===== config.mk =====
export PLATFORM = sky130hd
export DESIGN_NAME = encode_4_2_pend
export DESIGN_NICKNAME = d
export VERILOG_FILES = /design/src/rtl/encode_4_2_pend.sv
export SDC_FILE = /design/constraint.sdc
export NUM_CORES = 1
export LEC_CHECK = 0
export ABC_AREA = 1
export CORE_AREA = 2 2 39 41
export DETAILED_ROUTE_END_ITERATION = 16
export DIE_AREA = 0 0 41 43
export MAX_ROUTING_LAYER = met4
export PLACE_DENSITY = 0.56
export SYNTH_ARGS = -nofsm -noshare
export SYNTH_HDL_FRONTEND = slang
export SYNTH_SLANG_ARGS = --single-unit

===== constraint.sdc =====
create_clock -name clk -period 1.5 [get_ports clk]
set_input_delay 0.3 -clock clk [delete_from_list [all_inputs] [get_ports clk]]
set_output_delay 0.3 -clock clk [all_outputs]
set_load 0.05 [all_outputs]

===== src/rtl/encode_4_2_pend.sv =====
// Sequential 4-to-2 encoder: collects request pulses into a pending register and
// offers one index per valid/ready handshake. Build option: ROUND_ROBIN_EN.
module encode_4_2_pend #(
  parameter logic [1:0] OUT_RESET        = 2'b00,
  parameter bit         DRAIN_ON_DISABLE = 1'b1
) (
  input  logic       clk,
  input  logic       rst_n,
  input  logic       enable_n,
  input  logic [3:0] indata,
  output logic [1:0] outdata,
  output logic       out_valid,
  input  logic       out_ready,
  output logic [3:0] pending,
  output logic       busy
);

  localparam int unsigned N  = 4;
  localparam int unsigned IW = 2;

  typedef enum logic {
    IDLE = 1'b0,
    HOLD = 1'b1
  } state_t;

  state_t        state;
  logic [IW-1:0] sel_c;
  logic          sel_en_c;
  logic          load_c;
  logic [N-1:0]  load_mask_c;
  logic [N-1:0]  req_c;

`ifdef ROUND_ROBIN_EN
  logic [IW-1:0] rr_ptr;

  // Round-robin search from rr_ptr+1 upward with wrap; the nearest set bit wins.
  always_comb begin
    sel_c = '0;
    for (int k = N; k >= 1; k--) begin
      if (pending[IW'(rr_ptr + IW'(k))]) begin
        sel_c = IW'(rr_ptr + IW'(k));
      end
    end
  end

  always_ff @(posedge clk or negedge rst_n) begin
    if (!rst_n) begin
      rr_ptr <= IW'(N - 1);
    end else if (load_c) begin
      rr_ptr <= sel_c;
    end
  end
`else
  // Fixed priority: the highest set pending bit wins.
  always_comb begin
    sel_c = '0;
    for (int i = 0; i < N; i++) begin
      if (pending[i]) begin
        sel_c = IW'(i);
      end
    end
  end
`endif

  // A load happens when something is pending, selection is allowed and the
  // output slot is free or being freed on this edge.
  always_comb begin
    sel_en_c    = DRAIN_ON_DISABLE || !enable_n;
    load_c      = sel_en_c && (|pending) && ((state == IDLE) || out_ready);
    load_mask_c = load_c ? (N'(1) << sel_c) : '0;
    req_c       = enable_n ? '0 : indata;
  end

  always_ff @(posedge clk or negedge rst_n) begin
    if (!rst_n) begin
      state     <= IDLE;
      outdata   <= OUT_RESET;
      out_valid <= 1'b0;
      pending   <= '0;
    end else begin
      // New requests are applied after the clear, so a same-cycle re-request survives.
      pending <= (pending & ~load_mask_c) | req_c;
      case (state)
        IDLE: begin
          if (load_c) begin
            outdata   <= sel_c;
            out_valid <= 1'b1;
            state     <= HOLD;
          end
        end
        HOLD: begin
          if (out_ready) begin
            if (load_c) begin
              outdata <= sel_c;
            end else begin
              out_valid <= 1'b0;
              state     <= IDLE;
            end
          end
        end
        default: begin
          state     <= IDLE;
          out_valid <= 1'b0;
        end
      endcase
    end
  end

  assign busy = out_valid | (|pending);

endmodule


Yosys cells after proc, flatten, opt, wreduce, memory -nomap -nowiden. Cells that the tools add are included.

Register bits after elaboration: 8. Input bits: 8. Output and inout bits: 8.

Eq/ne operators: 3. Shifts and indexed selects: 1. Muxes and demuxes: 15. Bitwise operators: 5. Reduce and logical (&&, ||, !) cells: 4.

Operator list (number): 2-bit two-way mux (4); 4-bit two-way mux (2); 1-bit two-way mux (6); 2-bit inequality test (second input constant) (3); 4-bit bitwise AND (1); 4-bit inverter (1); 4-bit bitwise OR (1); 1-bit one-hot mux with 2 select lines (2); 2-bit one-hot mux with 2 select lines (1); 4-bit OR reduction (1); 1-bit by 2-bit left shift with 4-bit output (first input constant) (1); 3-bit AND reduction (1); 1-bit logical AND (1); 1-bit logical OR (1); 1-bit inverter (1); 1-bit bitwise OR (1).

Depth between registers and ports, before layout. Gate-level depths: netlist (run 1).

Depth after elaboration: 8. Mapped depth: 5. Depth with buffers taken out: 5.

Worst setup path after synthesis (run 1). Ideal clock, no wire load.

Path kind: reg2out. From: reg pending[2]. To: out busy. Data arrival time: 1269 ps. Required time: 1200 ps. Path slack: -69 ps. Stages on the path, launching flop included: 5. Buffers on the path: 0. Cell sequence: dfrtp_1 -> nor2_4 -> nand2_2 -> nor2_1 -> inv_1.

Cells in the longest elaborated chain, start to end: 2.

RTL lines: start: declaration (line 14) `output logic [3:0] pending,`; start signal: assignment (line 82) `pending <= (pending & ~load_mask_c) | req_c;`; 4-bit OR reduction (line 109) `assign busy = out_valid | (|pending);`; 1-bit bitwise OR (line 109); end: declaration (line 15) `output logic busy`.

No other way between the ends.

Final worst setup path (run 1).
From: reg pending[1]. To: out busy.

The elaborated chain is that of the path after synthesis.

==> results of run 1 <==
-- where the power goes --
part / switching, mW / total (mW) / leakage, nW / internal [mW]
Sequential: 0.0489 / 0.305 / 0.0838 / 0.256
Clock: 0.0691 / 0.160 / 0.0138 / 0.0913
Combinational: 0.216 / 0.425 / 0.238 / 0.209
-- cells by family (layout without fill, tap and decap cells) --
| family | after synthesis | count (layout) |
|---|---|---|
| AO/OA/AOI/OAI | 8 | 8 |
| AND/OR/NAND/NOR | 15 | 15 |
| buffers and inverters | 9 | 33 |
| flip-flops | 8 | 8 |
-- area by class of cell --
| cell class | instances | area (sq um) |
|---|---|---|
| Sequential cell | 8 | 205 |
| Tap cell | 16 | 20.0 |
| Multi-Input combinational cell | 23 | 154 |
| Clock buffer | 3 | 22.5 |
| Inverter | 9 | 33.8 |
| Timing Repair Buffer | 21 | 267 |
| Fill cell | 131 | 682 |
-- repair_timing --
action	CTS	global route
resized for setup	2	3
endpoints found under the setup margin	1	1
pin swaps	1	2
buffers inserted	5	1
-- registers in the layout, summed over array words and instances, names as in the netlist --
| name | cells |
|---|---|
| pending | 4 |
| outdata | 2 |
| out_valid | 1 |
| state | 1 |
-- worst min-delay path by stage --
stage / start / endpoint / slack [ns] / cells past startpoint
detailed placement: state / out_valid / 0.47 / 1
CTS: rst_n / out_valid / 0.34 / 1
floorplan: rst_n / out_valid / 0.004 / 0
global route: rst_n / outdata[1] / 0.36 / 1
global placement: state / out_valid / 0.46 / 1
finish: rst_n / out_valid / 0.34 / 1
-- per-stage QoR --
step                setup slack [ns]  instances  power, mW
floorplan                     0.0956         40      0.486
global placement               0.145         71      0.694
detailed placement             0.152         71      0.699
CTS                          0.00670         79      0.896
global route                 -0.0167         80      0.945
finish                        0.0572         80      0.891
-- metal layers --
layer / GRT usage, % / vias up
met2: 19.4 / 13
met1: 14.6 / 163
met3: 3.14 / 2
met4: 12.0 / 0
li1: - / 174
met5: - / -
-- critical path: stages (launching register included) --
cell,delay (ns)
dfrtp_2,0.42
nor2_4,0.14
nand2_4,0.07
nor2_4,0.09
inv_2,0.04
buf_6,0.14
-- placed cells by master, fill, tap and decap left out, drive strengths merged --
cell and n:
clkbuf 3, inv 9, buf 14, dfrtp 8, nand3 1, a21oi 2
o22ai 2, clkdlybuf4s50 7, o21ai 4, nand4 1, nand2 9, nor2 4
==> flow_metrics.py, run 1 <==
metrics = {
    "critical_path": {
        "endpoint": "busy",
        "r2r_end": "pending[0]",
        "r2r_slack_ns": 0.45,
        "required_ns": 1.20,
        "r2r_start": "pending[3]",
        "critPathLaunch": "pending[1]",
        "critPathMaxFanout": 2,
        "critical_path_class": "flip-flop to output port",
        "cp-start-kind": "flip-flop",
        "worstSetupEndpointType": "output port",
        "r2r.worst_path.cells": 5,
        "cp.arrival_ns": 1.14,
    },
    "yosys": {
        "synth_top_family_by_area": "simple AND/OR/NAND/NOR gates",
        "synth.net_count": 48,
        "synth_area_sq_um": 375,
        "synth_adder_area_share_pct": 0,
        "synth_top_cell_by_area": "dfrtp_1",
        "ys_top_cells_by_area": "dfrtp_1 53%, inv_1 9.0%, nand2_1 6.0%",
        "seq_area_frac_synth_pct": 53.3,
        "synthMuxAreaShare_pct": 0,
        "synth_compound_area_share_pct": 13.0,
        "avgSynthCellArea_sq_um": 9.38,
        "synthCells": 40,
        "synthSimpleGateAreaFrac_pct": 24.7,
        "synthXorXnorAreaFrac_pct": 0,
        "yosys_warnings": 0,
        "synth.distinct_cells": 14,
        "yosysTopAreaCellShare_pct": 53.3,
        "synth_most_common_cell": "inv_1",
        "ys_seq_elements": 8,
        "async_flop_share_pct": 100,
        "ys_top_cells_by_count": "9 x inv_1, 8 x dfrtp_1, 6 x nand2_1",
        "synth_edf_count": 0,
        "dominantRegCellSynth": "dfrtp_1",
    },
    "timing": {
        "finalCritPeriodShare_pct": 96.2,
        "finalHoldViolations": 0,
        "finalCriticalPeriod_ns": 1.44,
        "max_freq_ghz": 0.693,
        "rsz0062_at_grt": "yes",
        "fin_setup_tns_ns": 0,
        "timing.hold.ws_ns": 0.338,
        "maxSlewHeadroom_pct": 74.3,
        "worstMarginPinSlew_ns": 0.384,
        "maxSlewViolCount": 0,
        "finalSetupViolCount": 0,
        "finalClockSkew_ns": 0.00254,
    },
    "power_and_ir_drop": {
        "p_per_area_nw_per_um2": 1270,
        "p_leak_nw": 0.335,
        "worst_ir_drop_vdd_mv": 0.493,
    },
    "clocking": {
        "cts_tree": "done",
        "clock_sinks": 8,
        "cts_buffer_depth": 2,
        "cts_buffers": 3,
        "clkTransAtPathRegs_ns": 0.05,
        "htree_num_levels": 1,
        "cts_hold_buffers": 0,
        "clockRootBuffer": "clkbuf_4",
        "clk_latency_ns": 0.25,
    },
    "layout": {
        "final_core_util_pct": 50.7,
        "area_growth_pct": 87.0,
        "drive_above_1_share_pct": 46.9,
        "nNetsFinal": 74,
        "diodes": 0,
        "fin_area_sq_um": 702,
    },
    "run": {
        "cap_violations": 0,
    },
    "route": {
        "drtIter0Drc": 0,
        "top_layer": "met4",
        "met3_wirelength_um": 66,
        "wl_um": 835,
        "drt-met1-wl_um": 308,
        "drc": 0,
        "via_per_inst": 4.40,
        "drt_pass1_iterations": 1,
        "via_count": 352,
        "wire_per_inst_um": 10.4,
        "wl_met2_um": 451,
        "detail-route-antenna-nets": 0,
    },
    "die": {
        "initial_utilization_pct": 27.1,
        "die-height_um": 43,
        "die-area_sq_um": 1760,
        "fp.dieW_um": 41,
        "ios": 16,
        "rows": 14,
        "core-area_sq_um": 1380,
    },
    "global_routing": {
        "grt_start_max_net_pins": 9,
        "overflow": 0,
        "grt.total_usage_pct": 13.5,
        "grt_pass1_vias": 368,
        "grt_pass1_wl_um": 1490,
        "antenna_found_initial": 0,
    },
    "place": {
        "place_area_sq_um": 618,
        "gp_congestion": 0.714,
        "port_buffers": 15,
        "hpwl_um": 635,
    },
    "outcome": {
        "status": "finished, final reports clean",
    },
    "worst_hold_path": {
        "hold_class": "input pin to asynchronous set/reset pin",
    },
}
Power figures use the tool's default switching activity.
==> run 2, diff against run 1 <==
GPL_ROUTABILITY_DRIVEN = 1   (was not set)
==> results of run 2 <==
The final DEF is identical to that of run 1; final timing and power are the same.
==> run 3, diff against run 2 <==
RECOVER_POWER = 50   (was not set)
==> run 3 against run 2 <==
- setup slack improved by 0.0097 ns
- non-clock buffer count unchanged
- cell count unchanged
==> flow_metrics.py, run 3 (same netlist as run 1, synthesis figures left out) <==
metrics = {
    "timing": {
        "finalCriticalPeriod_ns": 1.43,
        "maxSlewViolCount": 0,
        "finalCritPeriodShare_pct": 95.5,
        "max_freq_ghz": 0.698,
        "worstMarginPinSlew_ns": 0.387,
        "finalHoldViolations": 0,
        "rsz0062_at_grt": "yes",
        "timing.hold.ws_ns": 0.407,
        "fin_setup_tns_ns": 0,
        "finalClockSkew_ns": 0.00254,
        "maxSlewHeadroom_pct": 74.1,
        "finalSetupViolCount": 0,
    },
    "layout": {
        "nNetsFinal": 74,
        "drive_above_1_share_pct": 43.8,
        "area_growth_pct": 85.0,
        "final_cell_mix": "8 x inv_1, 7 x nand2_1, 7 x buf_12, 6 x clkdlybuf4s50_1, 6 x buf_4",
        "largest_register": "pending",
        "diodes": 0,
        "largest_registers": "pending: 4 flops, outdata: 2 flops",
        "final_common_cell": "inv_1",
        "fillCellCount": 131,
        "largest_reg_flops": 4,
    },
    "clocking": {
        "clock_sinks": 8,
        "htree_num_levels": 1,
        "clk_latency_ns": 0.25,
        "cts_tree": "done",
        "clockRootBuffer": "clkbuf_4",
        "cts_hold_buffers": 0,
        "cts_buffers": 3,
        "cts_buffer_depth": 2,
        "clkTransAtPathRegs_ns": 0.05,
    },
    "critical_path": {
        "slowest_delay_ns": 0.42,
        "cp.arrival_ns": 1.13,
        "crit_chain": "nor2_4 -> nand2_4 -> nor2_4 -> inv_2 -> buf_6",
        "r2r_end": "pending[0]",
        "critPathMaxFanout": 2,
        "r2r.worst_path.cells": 5,
        "required_ns": 1.20,
        "r2r_start": "pending[3]",
        "critical_path_class": "flip-flop to output port",
        "worstSetupEndpointType": "output port",
        "slowest_stage": "dfrtp_2",
        "cp-start-kind": "flip-flop",
        "r2r_slack_ns": 0.44,
        "path_common_cell": "nor2_4",
    },
    "route": {
        "wire_per_inst_um": 10.5,
        "via_per_inst": 4.39,
        "drc": 0,
        "drtIter0Drc": 0,
        "via_count": 351,
        "wl_um": 843,
        "detail-route-antenna-nets": 0,
        "drt_pass1_iterations": 1,
    },
    "global_routing": {
        "grt_pass1_vias": 368,
        "grt_start_max_net_pins": 9,
        "grt.total_usage_pct": 13.5,
        "antenna_found_initial": 0,
        "overflow": 0,
        "grt_pass1_wl_um": 1490,
    },
    "power_and_ir_drop": {
        "worst_ir_drop_vdd_mv": 0.493,
        "p_per_area_nw_per_um2": 1280,
        "p_leak_nw": 0.335,
        "power.total_mw": 0.888,
    },
    "place": {
        "gp_congestion": 0.714,
        "port_buffers": 15,
        "hpwl_um": 635,
    },
    "die": {
        "rows": 14,
        "initial_utilization_pct": 27.1,
        "ios": 16,
        "die-height_um": 43,
        "fp.dieW_um": 41,
        "die-area_sq_um": 1760,
        "core-area_sq_um": 1380,
    },
    "outcome": {
        "status": "finished, final reports clean",
    },
    "run": {
        "cap_violations": 0,
    },
    "worst_hold_path": {
        "hold_class": "input pin to asynchronous set/reset pin",
    },
}
run 3: cell count changes in the layout (fill, tap and decap cells not counted):
cell | previous run | this run
clkdlybuf4s50_1 | 7 | 6
nand2_1 | 6 | 7
nand3_2 | 1 | 0
nand2_2 | 1 | 0
nand3_1 | 0 | 1
o21ai_0 | 2 | 3
o21ai_1 | 2 | 1
dlygate4sd3_1 | 0 | 1
run 3: how the worst max path moves through the flow:
stage               startpoint  endpoint  slack (ns)  depth (start not counted)
floorplan           pending[2]      busy         0.1                          4
global placement    pending[2]      busy        0.15                          5
detailed placement  pending[2]      busy        0.15                          5
CTS                 pending[0]      busy       0.007                          5
global route        pending[2]      busy       -0.02                          5
finish              pending[1]      busy        0.07                          5
run 3: layout make-up:
cell class / instances / area (sq um) / share of cell area (%)
Sequential cell: 8 / 205 / 29.5
Multi-Input combinational cell: 23 / 146 / 21.1
Timing Repair Buffer: 21 / 267 / 38.4
Tap cell: 16 / 20.0 / 2.88
Inverter: 9 / 33.8 / 4.86
Clock buffer: 3 / 22.5 / 3.24
run 3: critical path: cells and delay by family (launching register included):
family | cells | cell delay (ns)
buffers and inverters | 2 | 0.18
AND/OR/NAND/NOR | 3 | 0.30
flip-flops | 1 | 0.42
run 3: what timing repair did:
| action | 4_1_cts | 5_1_grt |
|---|---|---|
| gates resized for setup | 2 | 3 |
| pin swaps | 1 | 2 |
| endpoints found under the setup margin | 1 | 1 |
| buffers inserted | 5 | 1 |
| gates cloned | 0 | 0 |
run 3: power by group:
part	total [mW]	internal (mW)	switching [mW]
Sequential	0.305	0.256	0.0491
Clock	0.160	0.0913	0.0691
Combinational	0.422	0.208	0.214
Total	0.888	0.555	0.333
run 3: per-stage QoR:
step	util (%)	setup WS, ns	std cells	area, sq um
detailed placement	44.7	0.152	71	618
global placement	44.7	0.145	71	618
finish	50.2	0.0669	80	694
global route	50.2	-0.0167	80	694
floorplan	-	0.0956	40	380
CTS	49.5	0.00670	79	684
run 3: routing by layer:
| metal | track usage [%] | vias to the layer above | share of wire [%] | wire length (um) |
|---|---|---|---|---|
| met5 | - | - | 0 | 0 |
| met4 | 12.0 | 0 | 0.95 | 8 |
| met3 | 3.14 | 2 | 8.4 | 71 |
| met2 | 19.4 | 13 | 53 | 450 |
| met1 | 14.6 | 162 | 37 | 313 |
| li1 | - | 174 | - | - |
